### src/rtl/ccff_chain_loader_pkg.sv
// Shared fabric configuration definitions for the ccff chain loader.
package ccff_chain_loader_pkg;

    localparam int unsigned DEFAULT_CHAIN_LEN = 40;
    localparam int unsigned DEFAULT_WORD_W    = 32;

    typedef enum logic [1:0] {
        IDLE,
        WAIT_WORD,
        SHIFT,
        DONE
    } loader_state_t;

endpackage

### src/rtl/ccff_word_serializer.sv
// Word buffer that hands out one bit per shift, LSB first, and counts bits issued.
module ccff_word_serializer
    import ccff_chain_loader_pkg::*;
#(
    parameter int unsigned WORD_W = DEFAULT_WORD_W,
    parameter int unsigned IDX_W  = $clog2(WORD_W + 1)
) (
    input  logic              clk,
    input  logic              reset,
    input  logic              load,
    input  logic              shift,
    input  logic [WORD_W-1:0] data,
    output logic              head_next,
    output logic [IDX_W-1:0]  idx
);

    logic [WORD_W-1:0] word;

    // Bit 0 is issued on the load edge itself, so the buffer keeps only the rest.
    always_ff @(posedge clk) begin
        if (reset) begin
            word <= '0;
            idx  <= '0;
        end else if (load) begin
            word <= data >> 1;
            idx  <= IDX_W'(1);
        end else if (shift) begin
            word <= word >> 1;
            idx  <= idx + IDX_W'(1);
        end
    end

    assign head_next = load ? data[0] : word[0];

endmodule

### src/rtl/ccff_chain_loader.sv
// Streams bitstream words serially into a configuration flip-flop chain and
// folds the bits returned from the chain tail into a parity flag.
module ccff_chain_loader
    import ccff_chain_loader_pkg::*;
#(
    parameter int unsigned CHAIN_LEN = DEFAULT_CHAIN_LEN,
    parameter int unsigned WORD_W    = DEFAULT_WORD_W
) (
    input  logic              prog_clk,
    input  logic              prog_reset,
    input  logic              start,
    input  logic              abort,
    input  logic              cfg_valid,
    input  logic [WORD_W-1:0] cfg_data,
    output logic              cfg_ready,
    output logic              ccff_head,
    output logic              ccff_shift_en,
    input  logic              ccff_tail,
    output logic              busy,
    output logic              done,
    output logic              aborted,
    output logic              tail_parity
);

    localparam int unsigned CNT_W = $clog2(CHAIN_LEN + 1);
    localparam int unsigned IDX_W = $clog2(WORD_W + 1);

    loader_state_t    state;
    loader_state_t    next_state;
    logic [CNT_W-1:0] bits_sent;
    logic [IDX_W-1:0] word_len;
    logic [IDX_W-1:0] next_len;
    logic [IDX_W-1:0] idx;
    logic [31:0]      remaining;
    logic             head_next;
    logic             load;
    logic             shift;
    logic             emit;
    logic             more;
    logic             start_ok;
    logic             abort_ok;

    ccff_word_serializer #(
        .WORD_W (WORD_W),
        .IDX_W  (IDX_W)
    ) serializer (
        .clk       (prog_clk),
        .reset     (prog_reset),
        .load      (load),
        .shift     (shift),
        .data      (cfg_data),
        .head_next (head_next),
        .idx       (idx)
    );

    always_comb begin
        next_state = state;
        load       = 1'b0;
        shift      = 1'b0;
        start_ok   = 1'b0;
        abort_ok   = 1'b0;
        remaining  = 32'(CHAIN_LEN) - 32'(bits_sent);
        next_len   = (remaining > 32'(WORD_W)) ? IDX_W'(WORD_W) : IDX_W'(remaining);
        more       = idx < word_len;
        case (state)
            IDLE: begin
                if (start) begin
                    start_ok   = 1'b1;
                    next_state = WAIT_WORD;
                end
            end
            WAIT_WORD: begin
                if (abort) begin
                    abort_ok   = 1'b1;
                    next_state = IDLE;
                end else if (cfg_valid) begin
                    load       = 1'b1;
                    next_state = SHIFT;
                end
            end
            SHIFT: begin
                if (abort) begin
                    abort_ok   = 1'b1;
                    next_state = IDLE;
                end else if (more) begin
                    shift = 1'b1;
                end else if (32'(bits_sent) < 32'(CHAIN_LEN)) begin
                    next_state = WAIT_WORD;
                end else begin
                    next_state = DONE;
                end
            end
            DONE:    next_state = IDLE;
            default: next_state = IDLE;
        endcase
        emit = load | shift;
    end

    // Status outputs are registered from the next state so they line up with it.
    always_ff @(posedge prog_clk) begin
        if (prog_reset) begin
            state         <= IDLE;
            cfg_ready     <= 1'b0;
            busy          <= 1'b0;
            done          <= 1'b0;
            ccff_head     <= 1'b0;
            ccff_shift_en <= 1'b0;
            aborted       <= 1'b0;
            tail_parity   <= 1'b0;
            bits_sent     <= '0;
            word_len      <= '0;
        end else begin
            state         <= next_state;
            cfg_ready     <= (next_state == WAIT_WORD);
            busy          <= (next_state == WAIT_WORD) || (next_state == SHIFT);
            done          <= (next_state == DONE);
            ccff_shift_en <= emit;
            ccff_head     <= emit & head_next;
            if (load) begin
                word_len <= next_len;
            end
            if (start_ok) begin
                bits_sent   <= '0;
                tail_parity <= 1'b0;
                aborted     <= 1'b0;
            end else begin
                if (emit) begin
                    bits_sent <= bits_sent + CNT_W'(1);
                end
                if (ccff_shift_en) begin
                    tail_parity <= tail_parity ^ ccff_tail;
                end
                if (abort_ok) begin
                    aborted <= 1'b1;
                end
            end
        end
    end

endmodule

### config.mk
export PLATFORM = sky130hd
export DESIGN_NAME = ccff_chain_loader
export DESIGN_NICKNAME = d
export VERILOG_FILES = /design/src/rtl/ccff_chain_loader_pkg.sv /design/src/rtl/ccff_word_serializer.sv /design/src/rtl/ccff_chain_loader.sv
export SDC_FILE = /design/constraint.sdc
export NUM_CORES = 1
export LEC_CHECK = 0
export CAP_MARGIN = 0
export CORE_MARGIN = 5
export CORE_UTILIZATION = 54
export CTS_CLUSTER_DIAMETER = 60
export DETAILED_ROUTE_END_ITERATION = 8
export PLACE_DENSITY = 0.79
export SYNTH_ARGS = -nofsm -noshare
export SYNTH_HDL_FRONTEND = slang
export SYNTH_HIERARCHICAL = 1
export SYNTH_SLANG_ARGS = --single-unit
### constraint.sdc
create_clock -name prog_clk -period 2.7 [get_ports prog_clk]
set_clock_uncertainty 0.1 [all_clocks]
set_input_delay 0.405 -clock prog_clk [delete_from_list [all_inputs] [get_ports prog_clk]]
set_output_delay 0.405 -clock prog_clk [all_outputs]
set_load 0.03 [all_outputs]
==> reports/metrics.yaml, run 1 <==
antenna_found_initial: 0
hold_buffers: 0
gp_congestion: 0.8421
reg2reg_from: "state[0]"
grt_busiest_layer: "met2"
port_buffers: 44
cp.required_ns: 2.87
finalHoldViolations: 0
maxSlewHeadroom_pct: 58.76
syn2layout_area_growth_pct: 23.95
io_pins: 45
syn_avg_cell_area_um2: 9.590
p_per_area_nw_per_um2: 534.5
p_switching_w: 0.0004707
cpMaxStageDelayCell: "a2111oi_0"
ys_types: 53
synth_flop_cell: "dfxtp_1"
tns_ns: 0
p_int_w: 0.001575
dp_cells: 431
cts_tree: "done"
swShare_pct: 23.01
path_class: "reg2reg"
start_kind: "register"
drive_above_1_share_pct: 18.93
period_share_pct: 88.97
drtIter0Drc: 168
core_um2: 5540
clk_path_buf_depth: 2
syn_area_um2: 3088
min_from: "word_len[4]"
grt_pass1_vias: 2403
yosysWarnings: 6
pre_cts_slack_ns: 0.1175
cp_max_fo: 7
startpoint: "state[0]"
maxCapViolCount: 0
combPwrFrac_pct: 11.4
die_area_um2: 7331
endpoint_kind: "register"
grt_max_degree: 34
synthMostInstantiatedCell: "dfxtp_1"
fin_crit_ns: 2.402
vias: 2446
stdcell_count: 447
yosys.area.top_type: "dfxtp_1"
place_hpwl_um: 4626
grt_use_total_pct: 18.88
num_rows: 27
syn_inst: 322
synth_area_leaders: "dfxtp_1 38%, mux2_2 11%, mux2i_1 10%"
final_nets: 422
worst_pin_slew_ns: 0.6030
setup_violations: 0
critical_path.cell_chain: "inv_1 -> ha_1 -> nor2b_1 -> and3b_1 -> a2111oi_0 -> mux2_4 -> ha_1 -> nor2_1"
fin_ws_ns: 0.2977
grt_pass1_wl_um: 11020
synth-edff-count: 0
cts_buffers: 9
die_x_um: 85.62
start_util_pct: 55.74
min_path_type: "reg2reg"
antenna_cells: 0
p_leak_nw: 1.462
synth_fp_nets: 374
cts-root-buf: "clkbuf_8"
die_y_um: 85.62
yosysTopAreaCellShare_pct: 37.60
grt_overflow: 0
clk_latency_ns: 0.34
max_clock_freq_ghz: 0.4163
routed_wl_um: 6534
clkTransAtPathRegs_ns: 0.06
grt_use_met2_pct: 31.78
peakVddDrop_v: 0.0002966
async_flop_share_pct: 0
grt_use_met1_pct: 22.90
drtAntennaViolNets: 0
status: "complete, no violations"
ys_ff_latch: 58
vias_per_cell: 5.472
cts_resized: 0
first_pass_iters: 4
numClockSinks: 58
grtUsageMet3_pct: 5.187
htree_levels: 3
drc: 0
rsz0062_at_grt: "false"
yosys-top-cells-count: "58 x dfxtp_1, 54 x nor2_1, 32 x mux2i_1"
power_frac_seq_pct: 43.8
fillers: 463
critPathArrivalTime_ns: 2.58
cpMostUsedCell: "ha_1"
post_cts_buffers: 0
slowest_delay_ns: 0.58
p_clk_share_pct: 44.8
synth_seq_area_share_pct: 37.60
slew_viol_final: 0
wl_per_cell_um: 14.62
-- power groups by stage --
stage	Combinational (W)	Clock [W]	Sequential, W
2_1_floorplan	0.000120	0	0.000923
3_3_place_gp	0.000225	0	0.000914
3_5_place_dp	0.000232	0	0.000915
4_1_cts	0.000234	0.000929	0.000896
5_1_grt	0.000255	0.000979	0.000899
6_report	0.000234	0.000916	0.000896
-- worst max-delay path: cells and delay by family, from the launching register on --
family                   cells  cell delay, ns
AO/OA/AOI/OAI                1            0.58
adder cells (fa/ha/maj)      2            0.51
buffers and inverters        1            0.12
flip-flops                   1            0.35
multiplexers                 1            0.27
AND/OR/NAND/NOR              3            0.41
-- final cells by class --
type | instances | area [um^2] | share of cell area (%)
timing repair buffer | 55 | 535.5 | 13.99
sequential | 58 | 1161 | 30.34
tap | 72 | 90.09 | 2.354
inverter | 14 | 52.55 | 1.373
clock inverter | 4 | 73.82 | 1.929
clock buffer | 12 | 155.1 | 4.054
multi-input combinational | 232 | 1759 | 45.96
-- layout by cell type, fill, tap and decap left out, types with 10 or more instances in the layout --
master           Yosys  layout
a21oi_1             11      11
buf_4                1      10
clkbuf_8             0      11
clkdlybuf4s50_1      0      44
dfxtp_1             58      58
ha_1                14      14
inv_1               12      12
mux2_2              31      31
mux2i_1             32      32
nand2_1             10      10
nor2_1              54      54
-- flip-flops by register name, indices dropped and copies added (netlist names) --
name and flops:
serializer/word 31, ccff_head 1, done 1, aborted 1, bits_sent 6, cfg_ready 1, busy 1, serializer/idx 6
word_len 6, ccff_shift_en 1, tail_parity 1, state 2
-- layer usage --
layer  vias to the layer above  wire, um
li1                       1234         -
met1                      1155      2996
met2                        48      3164
met3                         9       262
met4                         0       110
met5                         -         0
-- worst paths after layout --
check	slack, ns	end	cells past startpoint
worst min register to register	0.37	word_len[4]	2
worst max-delay path	0.30	busy	8
worst max register to register	0.30	busy	8
worst min-delay path	0.37	word_len[4]	2
-- per-stage QoR --
| stage | hold slack (ns) | power (W) | cell area [um^2] | utilization (%) |
|---|---|---|---|---|
| after floorplan | 0.3319 | 0.001043 | 3088 | - |
| after global placement | 0.3430 | 0.001139 | 3598 | 64.95 |
| after detailed placement | 0.3630 | 0.001147 | 3598 | 64.95 |
| after CTS | 0.3745 | 0.002059 | 3827 | 69.08 |
| after global routing | 0.3982 | 0.002132 | 3827 | 69.08 |
| final | 0.3734 | 0.002046 | 3827 | 69.08 |
-- logic make-up (layout without fill, tap and decap cells) --
| logic type | after synthesis | count (layout) | synth area share (%) |
|---|---|---|---|
| simple gates | 110 | 110 | 18.60 |
| mux | 64 | 64 | 22.16 |
| flops | 58 | 58 | 37.60 |
| compound gates | 37 | 37 | 8.550 |
| buf+inv | 32 | 85 | 5.429 |
| fa+ha+maj | 14 | 14 | 5.673 |
| xor+xnor | 7 | 7 | 1.985 |
No activity file was read; power rests on OpenSTA's default activity.
==> inputs of run 2 (changes only) <==
--- a/config.mk
+++ b/config.mk
@@ -6,7 +6,7 @@
 export NUM_CORES = 1
 export LEC_CHECK = 0
 export CAP_MARGIN = 0
-export CORE_MARGIN = 5
+export CORE_MARGIN = 2
 export CORE_UTILIZATION = 54
 export CTS_CLUSTER_DIAMETER = 60
 export DETAILED_ROUTE_END_ITERATION = 8
==> run 2 against run 1 <==
Flip-flop and latch count did not move. Non-clock buffer count rose by 1. Power fell by 1.5%. Worst setup slack got worse by 0.039 ns. Die area fell by 14%. Sequential power barely moved. Global-route usage rose by 2.6 points. First-iteration DRC count fell by 21%. Maximum frequency fell by 1.6%. Via count rose by 0.61%. Largest cell class unchanged. Highest routed layer unchanged.
==> reports/metrics.yaml, run 2 (synthesis gave the netlist of run 1 again) <==
rsz0062_at_grt: "false"
regArea_um2: 1161  # unchanged
clk_latency_ns: 0.34  # about the same
cpMostUsedCell: "ha_1"
status: "complete, no violations"
cts-root-buf: "clkbuf_8"
slew_viol_final: 0  # unchanged
finalHoldViolations: 0  # unchanged
path_class: "reg2reg"
routed_wl_um: 6187  # -5.3%
p_total_w: 0.002014  # -1.5%
maxCapViolCount: 0  # unchanged
final_cell_mix: "58 x dfxtp_1, 54 x nor2_1, 44 x clkdlybuf4s50_1"
drive_above_1_share_pct: 19.15  # +0.22 points
clk_path_buf_depth: 2  # unchanged
grt_use_total_pct: 21.48  # +2.6 points
io_pins: 45  # unchanged
largest_reg_flops: 31  # unchanged
pre_cts_slack_ns: 0.1322  # +0.01466 ns
reg2reg_from: "state[0]"
cp_max_fo: 7  # unchanged
critPathArrivalTime_ns: 2.62  # +0.04 ns
drtIter0Drc: 132  # -21%
path_buf_inv: 1  # unchanged
fin_crit_ns: 2.441  # +0.03893 ns
die_y_um: 79.62  # -7.0%
place_area_um2: 3631  # +0.90%
clkTransAtPathRegs_ns: 0.07  # about the same
drtAntennaViolNets: 0  # unchanged
port_buffers: 44  # unchanged
start_kind: "register"
multi_input_area_um2: 1759  # unchanged
hold_end: "word_len[4]"
grt_pass1_vias: 2407  # +0.17%
cts_tree: "done"
final_common_cell: "dfxtp_1"
antenna_found_initial: 0  # unchanged
num_rows: 27  # unchanged
grt_overflow: 0  # unchanged
top_register: "serializer/word"
die_x_um: 79.62  # -7.0%
cts_resized: 0  # unchanged
grt_pass1_wl_um: 10610  # -3.8%
slowest_delay_ns: 0.60  # +0.02 ns
hold_path_depth: 2  # unchanged
cpMaxStageDelayCell: "a2111oi_0"
final_core_util_pct: 69.92  # +0.83 points
place_hpwl_um: 4382  # -5.3%
antenna_cells: 0  # unchanged
syn2layout_area_growth_pct: 24.68
start_util_pct: 56.08  # +0.34 points
final_nets: 423  # +0.24%
first_pass_iters: 4  # unchanged
fin_ws_ns: 0.2588  # -0.03893 ns
grt_max_degree: 32  # -5.9%
critical_path.cell_chain: "inv_1 -> ha_1 -> nor2b_1 -> and3b_1 -> a2111oi_0 -> mux2_4 -> ha_1 -> nor2_1"
drc: 0  # unchanged
endpoint_kind: "register"
gp_congestion: 0.8740  # +3.8%
numClockSinks: 58  # unchanged
setup_violations: 0  # unchanged
post_cts_buffers: 0  # unchanged
worst_pin_slew_ns: 0.6266  # +0.02362 ns
p_leak_nw: 1.466  # +0.27%
fillers: 437  # -5.6%
die_area_um2: 6339  # -14%
rrSetupSlack_ns: 0.26  # -0.04 ns
max_clock_freq_ghz: 0.4096  # -1.6%
p_per_area_nw_per_um2: 523.2  # -2.1%
min_from: "word_len[4]"
tns_ns: 0  # unchanged
cp.depth: 8  # unchanged
peakVddDrop_v: 0.0003728  # +26%
wl_per_cell_um: 13.81  # -5.5%
maxSlewHeadroom_pct: 57.15  # -1.6 points
min_path_type: "reg2reg"
rr_worst_depth: 8  # unchanged
cp_top_family: "compound AO/OA/AOI/OAI gates"
vias_per_cell: 5.493  # +0.39%
period_share_pct: 90.42  # +1.4 points
cp.required_ns: 2.88  # about the same
cts_buffers: 9  # unchanged
r2r-end: "busy"
design_area_um2: 3850  # +0.59%
htree_levels: 3  # unchanged
vias: 2461  # +0.61%
core_um2: 5507  # -0.61%
hold_buffers: 0  # unchanged
[run 2: cell count changes in the layout (fill, tap and decap cells not counted), sizes merged]
| cell | previous run | this run |
|---|---|---|
| clkinvlp | 0 | 1 |
| buf | 11 | 12 |
| clkbuf | 12 | 11 |
[run 2: tightest hold or removal path, stage by stage (launching register included)]
cell	delay, ns
dfxtp_1	0.31
nand2_1	0.05
a21oi_1	0.05
[run 2: per-layer routing]
layer / routed length [um] / track usage (%) / share of wire, %
met5: 0 / 0 / 0
met4: 123 / 11.55 / 2.0
met3: 278 / 4.751 / 4.5
met2: 2994 / 35.21 / 48
met1: 2789 / 26.15 / 45
[run 2: report_power, final]
part           internal [W]  switching [W]  leakage, nW
clock network      0.000541       0.000348        0.109
registers          0.000881      0.0000143        0.470
logic              0.000123       0.000106        0.887
total               0.00155       0.000468         1.47
[run 2: worst max path at each step]
stage | end | from | slack, ns
2_1_floorplan | serializer/word[10] | word_len[5] | 0.49
3_5_place_dp | busy | abort | 0.13
5_1_grt | busy | state[0] | 0.04
6_report | busy | state[0] | 0.26
4_1_cts | busy | state[0] | 0.26
3_3_place_gp | serializer/word[12] | abort | 0.27
[run 2: final cells by class]
cell class / instances / area share (%)
multi-input cells: 232 / 45.69
well taps: 72 / 2.340
clock inverters: 5 / 2.015
clock buffers: 11 / 3.672
inverters: 14 / 1.365
flip-flops and latches: 58 / 30.16
repair buffers: 56 / 14.75
[run 2: stage by stage]
stage	hold WS, ns	cells
finish	0.3565	448
global route	0.3773	448
CTS	0.3580	448
detailed placement	0.3493	432
global placement	0.3442	432
floorplan	0.3319	322
==> inputs of run 3 (changes only) <==
--- a/config.mk
+++ b/config.mk
@@ -10,6 +10,7 @@
 export CORE_UTILIZATION = 54
 export CTS_CLUSTER_DIAMETER = 60
 export DETAILED_ROUTE_END_ITERATION = 8
+export MAX_ROUTING_LAYER = met4
 export PLACE_DENSITY = 0.79
 export SYNTH_ARGS = -nofsm -noshare
 export SYNTH_HDL_FRONTEND = slang
==> run 3 against run 2 <==
Sequential power barely moved. Via count shrank 0.69%. Cell count is the same. Clock-buffer cell count did not move. Global-route usage grew 0.63 points. Critical endpoint unchanged. Largest cell class unchanged. Power up 0.33%. Sequential share of layout area unchanged.
==> reports/metrics.yaml, run 3 (synthesis gave the netlist of run 1 again) <==
htree_levels: 3  # unchanged
io_pins: 45  # unchanged
grt_pass1_wl_um: 10610  # about the same
die_x_um: 79.62  # unchanged
routed_wl_um: 6207  # +0.32%
status: "complete, no violations"
drive_above_1_share_pct: 19.15  # unchanged
setup_violations: 0  # unchanged
rsz0062_at_grt: "false"
fillers: 437  # unchanged
multi_input_area_um2: 1759  # unchanged
path_class: "reg2reg"
clk_latency_ns: 0.35  # about the same
drc: 0  # unchanged
cts_resized: 0  # unchanged
largest_reg_flops: 31  # unchanged
final_nets: 423  # unchanged
clk_path_buf_depth: 2  # unchanged
worst_pin_slew_ns: 0.6264  # -0.0002164 ns
tns_ns: 0  # unchanged
swShare_pct: 23.51  # +0.26 points
combPwrFrac_pct: 11.4  # about the same
syn2layout_area_growth_pct: 24.68  # unchanged
core_um2: 5507  # unchanged
cts-root-buf: "clkbuf_8"
hold_buffers: 0  # unchanged
peakVddDrop_v: 0.0003743  # +0.38%
final_cell_mix: "58 x dfxtp_1, 54 x nor2_1, 44 x clkdlybuf4s50_1"
antenna_cells: 0  # unchanged
regArea_um2: 1161  # unchanged
cpMostUsedCell: "ha_1"
antenna_found_initial: 0  # unchanged
numClockSinks: 58  # unchanged
cp.required_ns: 2.88  # about the same
p_int_w: 0.001546  # about the same
grt_pass1_vias: 2404  # -0.12%
cts_tree: "done"
cp_max_fo: 7  # unchanged
start_util_pct: 56.08  # unchanged
dp_cells: 432  # unchanged
min_path_type: "reg2reg"
wl_per_cell_um: 13.85  # +0.32%
path_buf_inv: 1  # unchanged
hold_ws_ns: 0.3583  # +0.001798 ns
vias_per_cell: 5.455  # -0.69%
slew_viol_final: 0  # unchanged
maxCapViolCount: 0  # unchanged
max_clock_freq_ghz: 0.4073  # -0.57%
gp_congestion: 0.8883  # +1.6%
critical_path.cell_chain: "inv_1 -> ha_1 -> nor2b_1 -> and3b_1 -> a2111oi_0 -> mux2_4 -> ha_1 -> nor2_1"
die_area_um2: 6339  # unchanged
slowest_delay_ns: 0.60  # about the same
port_buffers: 44  # unchanged
endpoint_kind: "register"
stdcell_count: 448  # unchanged
drtIter0Drc: 127  # -3.8%
final_core_util_pct: 69.92  # unchanged
critPathArrivalTime_ns: 2.64  # +0.02 ns
place_hpwl_um: 4382  # unchanged
maxSlewHeadroom_pct: 57.16  # about the same
p_switching_w: 0.0004751  # +1.4%
clkTransAtPathRegs_ns: 0.07  # about the same
power_frac_seq_pct: 44.3  # -0.2 points
vias: 2444  # -0.69%
top_register: "serializer/word"
post_cts_buffers: 0  # unchanged
period_share_pct: 90.94  # +0.52 points
p_per_area_nw_per_um2: 524.9  # +0.33%
final_common_cell: "dfxtp_1"
p_clk_share_pct: 44.3  # +0.2 points
first_pass_iters: 4  # unchanged
grt_max_degree: 32  # unchanged
die_y_um: 79.62  # unchanged
drtAntennaViolNets: 0  # unchanged
grt_overflow: 0  # unchanged
grt_use_total_pct: 22.11  # +0.63 points
finalHoldViolations: 0  # unchanged
num_rows: 27  # unchanged
fin_crit_ns: 2.455  # +0.01408 ns
start_kind: "register"
p_total_w: 0.002021  # +0.33%
cts_buffers: 9  # unchanged
cp_top_family: "compound AO/OA/AOI/OAI gates"
p_leak_nw: 1.466  # unchanged
cpMaxStageDelayCell: "a2111oi_0"
-- run 3: metrics by stage --
step	worst slack [ns]	area (um^2)
2_1_floorplan	0.4861	3088
3_3_place_gp	0.2686	3631
3_5_place_dp	0.1322	3631
4_1_cts	0.2615	3850
5_1_grt	0.03852	3850
6_report	0.2447	3850
-- run 3: path summary, 6_finish.rpt --
kind | depth (start not counted) | startpoint | endpoint | slack (ns)
hold / removal | 2 | word_len[4] | word_len[4] | 0.36
setup / recovery | 8 | state[0] | busy | 0.24
hold reg to reg | 2 | word_len[4] | word_len[4] | 0.36
setup reg to reg | 8 | state[0] | busy | 0.24
-- run 3: final cells by class --
cell class	instances	area share (%)
Clock buffer	11	3.672
Timing Repair Buffer	56	14.75
Multi-Input combinational cell	232	45.69
Sequential cell	58	30.16
Inverter	14	1.365
Tap cell	72	2.340
Clock inverter	5	2.015
-- run 3: worst min-delay path, delay by kind of cell, from the launching register on --
kind	cells	cell delay [ns]
AOI/OAI and AO/OA	1	0.05
DFF	1	0.31
and+or+nand+nor	1	0.05
-- run 3: per-layer routing --
layer | track usage, % | wire length [um] | vias to the layer above
met2 | 35.13 | 2994 | 53
met1 | 26.37 | 2798 | 1147
met3 | 5.090 | 271 | 13
li1 | - | - | 1231
met4 | 11.03 | 142 | 0
met5 | - | 0 | -
-- run 3: power by group through the flow --
stage          registers [W]  clock network [W]  logic, W
2_1_floorplan       0.000923                  0  0.000120
6_report            0.000895           0.000896  0.000229
3_5_place_dp        0.000915                  0  0.000228
5_1_grt             0.000897           0.000947  0.000252
3_3_place_gp        0.000914                  0  0.000224
4_1_cts             0.000895           0.000908  0.000231
==> variant: new RTL, config.mk and constraints of run 2 <==
Set the package constant `DEFAULT_CHAIN_LEN` to 80 (it was 40).
--- a/src/rtl/ccff_chain_loader_pkg.sv
+++ b/src/rtl/ccff_chain_loader_pkg.sv
@@ -1,7 +1,7 @@
 // Shared fabric configuration definitions for the ccff chain loader.
 package ccff_chain_loader_pkg;
 
-    localparam int unsigned DEFAULT_CHAIN_LEN = 40;
+    localparam int unsigned DEFAULT_CHAIN_LEN = 80;
     localparam int unsigned DEFAULT_WORD_W    = 32;
 
     typedef enum logic [1:0] {
Function: no difference found for any inputs over 10 cycles, from zero or initial values and one cycle with prog_reset high; that may be too few to reach the edited logic, so the function may still have changed.
==> variant against run 2 <==
Setup slack improved by 0.059 ns; fmax grew 2.5%; area after synthesis is 0.93% higher; power fell by 4.9%; combinational power down 3%; final area fell by 1.6%; sequential power rose by 2%; count of clock-buffer cells in the layout unchanged; wire length down 3.7%; sequential cell count is 1 higher.
==> variant: results (changes against run 2) <==
outcome=complete, no violations (unchanged); met2 Use GR=31.7% (was 35.2%); FF-to-FF setup slack=0.32 ns (was 0.26 ns); fin nets=416 (was 423); DRT iter0 DRCs=130 (was 132); Vias=2,347 (was 2,461); Post-synth top cells=dfxtp_1 (59), nor2_1 (51), mux2i_1 (36), mux2_2 (31) (was dfxtp_1 (58), nor2_1 (54), mux2i_1 (32), mux2_2 (31), ha_1 (14)); Post-Place Setup Slack=0.123 ns (was 0.132 ns); Mapped Cells=321 (was 322); GR Util met1=27.5% (was 26.2%); dominant cells by area after synthesis=dfxtp_1 (38%), mux2i_1 (12%), mux2_2 (11%) (was dfxtp_1 (38%), mux2_2 (11%), mux2i_1 (10%)); Seq/Total Area, Yosys=37.9% (was 37.6%); largest net degree at the start of global routing=43 (was 32); f_max=420 MHz (was 410 MHz); Placer Congestion=0.778 (was 0.874); Int Pwr=1.46 mW (was 1.55 mW); met3 Usage GRT=3.73% (was 4.75%); worst r2r src=word_len[5]$_SDFFE_PP0P_ (was state[0]$_SDFF_PP0_); LEAKAGE=1.45 nW (was 1.47 nW); vias in the first global route=2,207 (was 2,407); wl on met1=2.81 mm (was 2.79 mm); post-DP HPWL=4.26 mm (was 4.38 mm); Unique masters post-synth=48 (was 53); comb pwr=0.224 mW (was 0.230 mW); DR WL/cell=13.5 um (was 13.8 um); Clock Power Share=40.8% (was 44.1%); share of cells above drive strength 1=16.3% (was 19.1%); R2R depth=10 (was 8)
## variant: changes by cell type after synthesis, sizes merged, moves of 4 or more
cell   change
a22o       +4
nor3b      -4
mux2i      +4
nor2       -4
a21oi      +4
nand4      -4
## variant: layout make-up
cell class                 count  area (um^2)
inverter                      15         56.3
clock inverter                 5         52.6
multi-input combinational    229         1760
timing repair buffer          50          510
sequential                    59         1180
fill                         439         1750
tap                           72         90.1
clock buffer                  11          141
## variant: how the worst min path moves through the flow
stage	slack, ns	startpoint	depth (start not counted)	end
after CTS	0.38	bits_sent[6]$_SDFFE_PP0P_	2	bits_sent[6]$_SDFFE_PP0P_
after detailed placement	0.37	aborted$_SDFFE_PP0P_	2	aborted$_SDFFE_PP0P_
after floorplan	0.34	word_len[2]$_SDFFE_PP0P_	1	word_len[2]$_SDFFE_PP0P_
after global placement	0.35	word_len[2]$_SDFFE_PP0P_	1	word_len[2]$_SDFFE_PP0P_
after global routing	0.40	word_len[3]$_SDFFE_PP0P_	1	word_len[3]$_SDFFE_PP0P_
final	0.38	aborted$_SDFFE_PP0P_	2	aborted$_SDFFE_PP0P_
## variant: worst max-delay path, cell delays in order (launching register included)
cell	delay, ns
dfxtp_1	0.35
inv_1	0.05
ha_1	0.31
a21oi_1	0.19
o211a_1	0.17
o21ai_1	0.07
inv_1	0.12
buf_4	0.28
mux2_2	0.38
mux2i_1	0.17
nor2_1	0.05
## variant: kinds of logic (layout without fill, tap and decap cells)
kind of cell	Yosys count	after routing	synth area share, %
DFF	59	59	37.9
muxes	67	67	22.8
and+or+nand+nor	93	93	14.9
AOI/OAI and AO/OA	44	44	9.76
buffers and inverters	33	81	5.70
xor gates and xnor gates	11	11	3.33
adders and majority gates	14	14	5.62
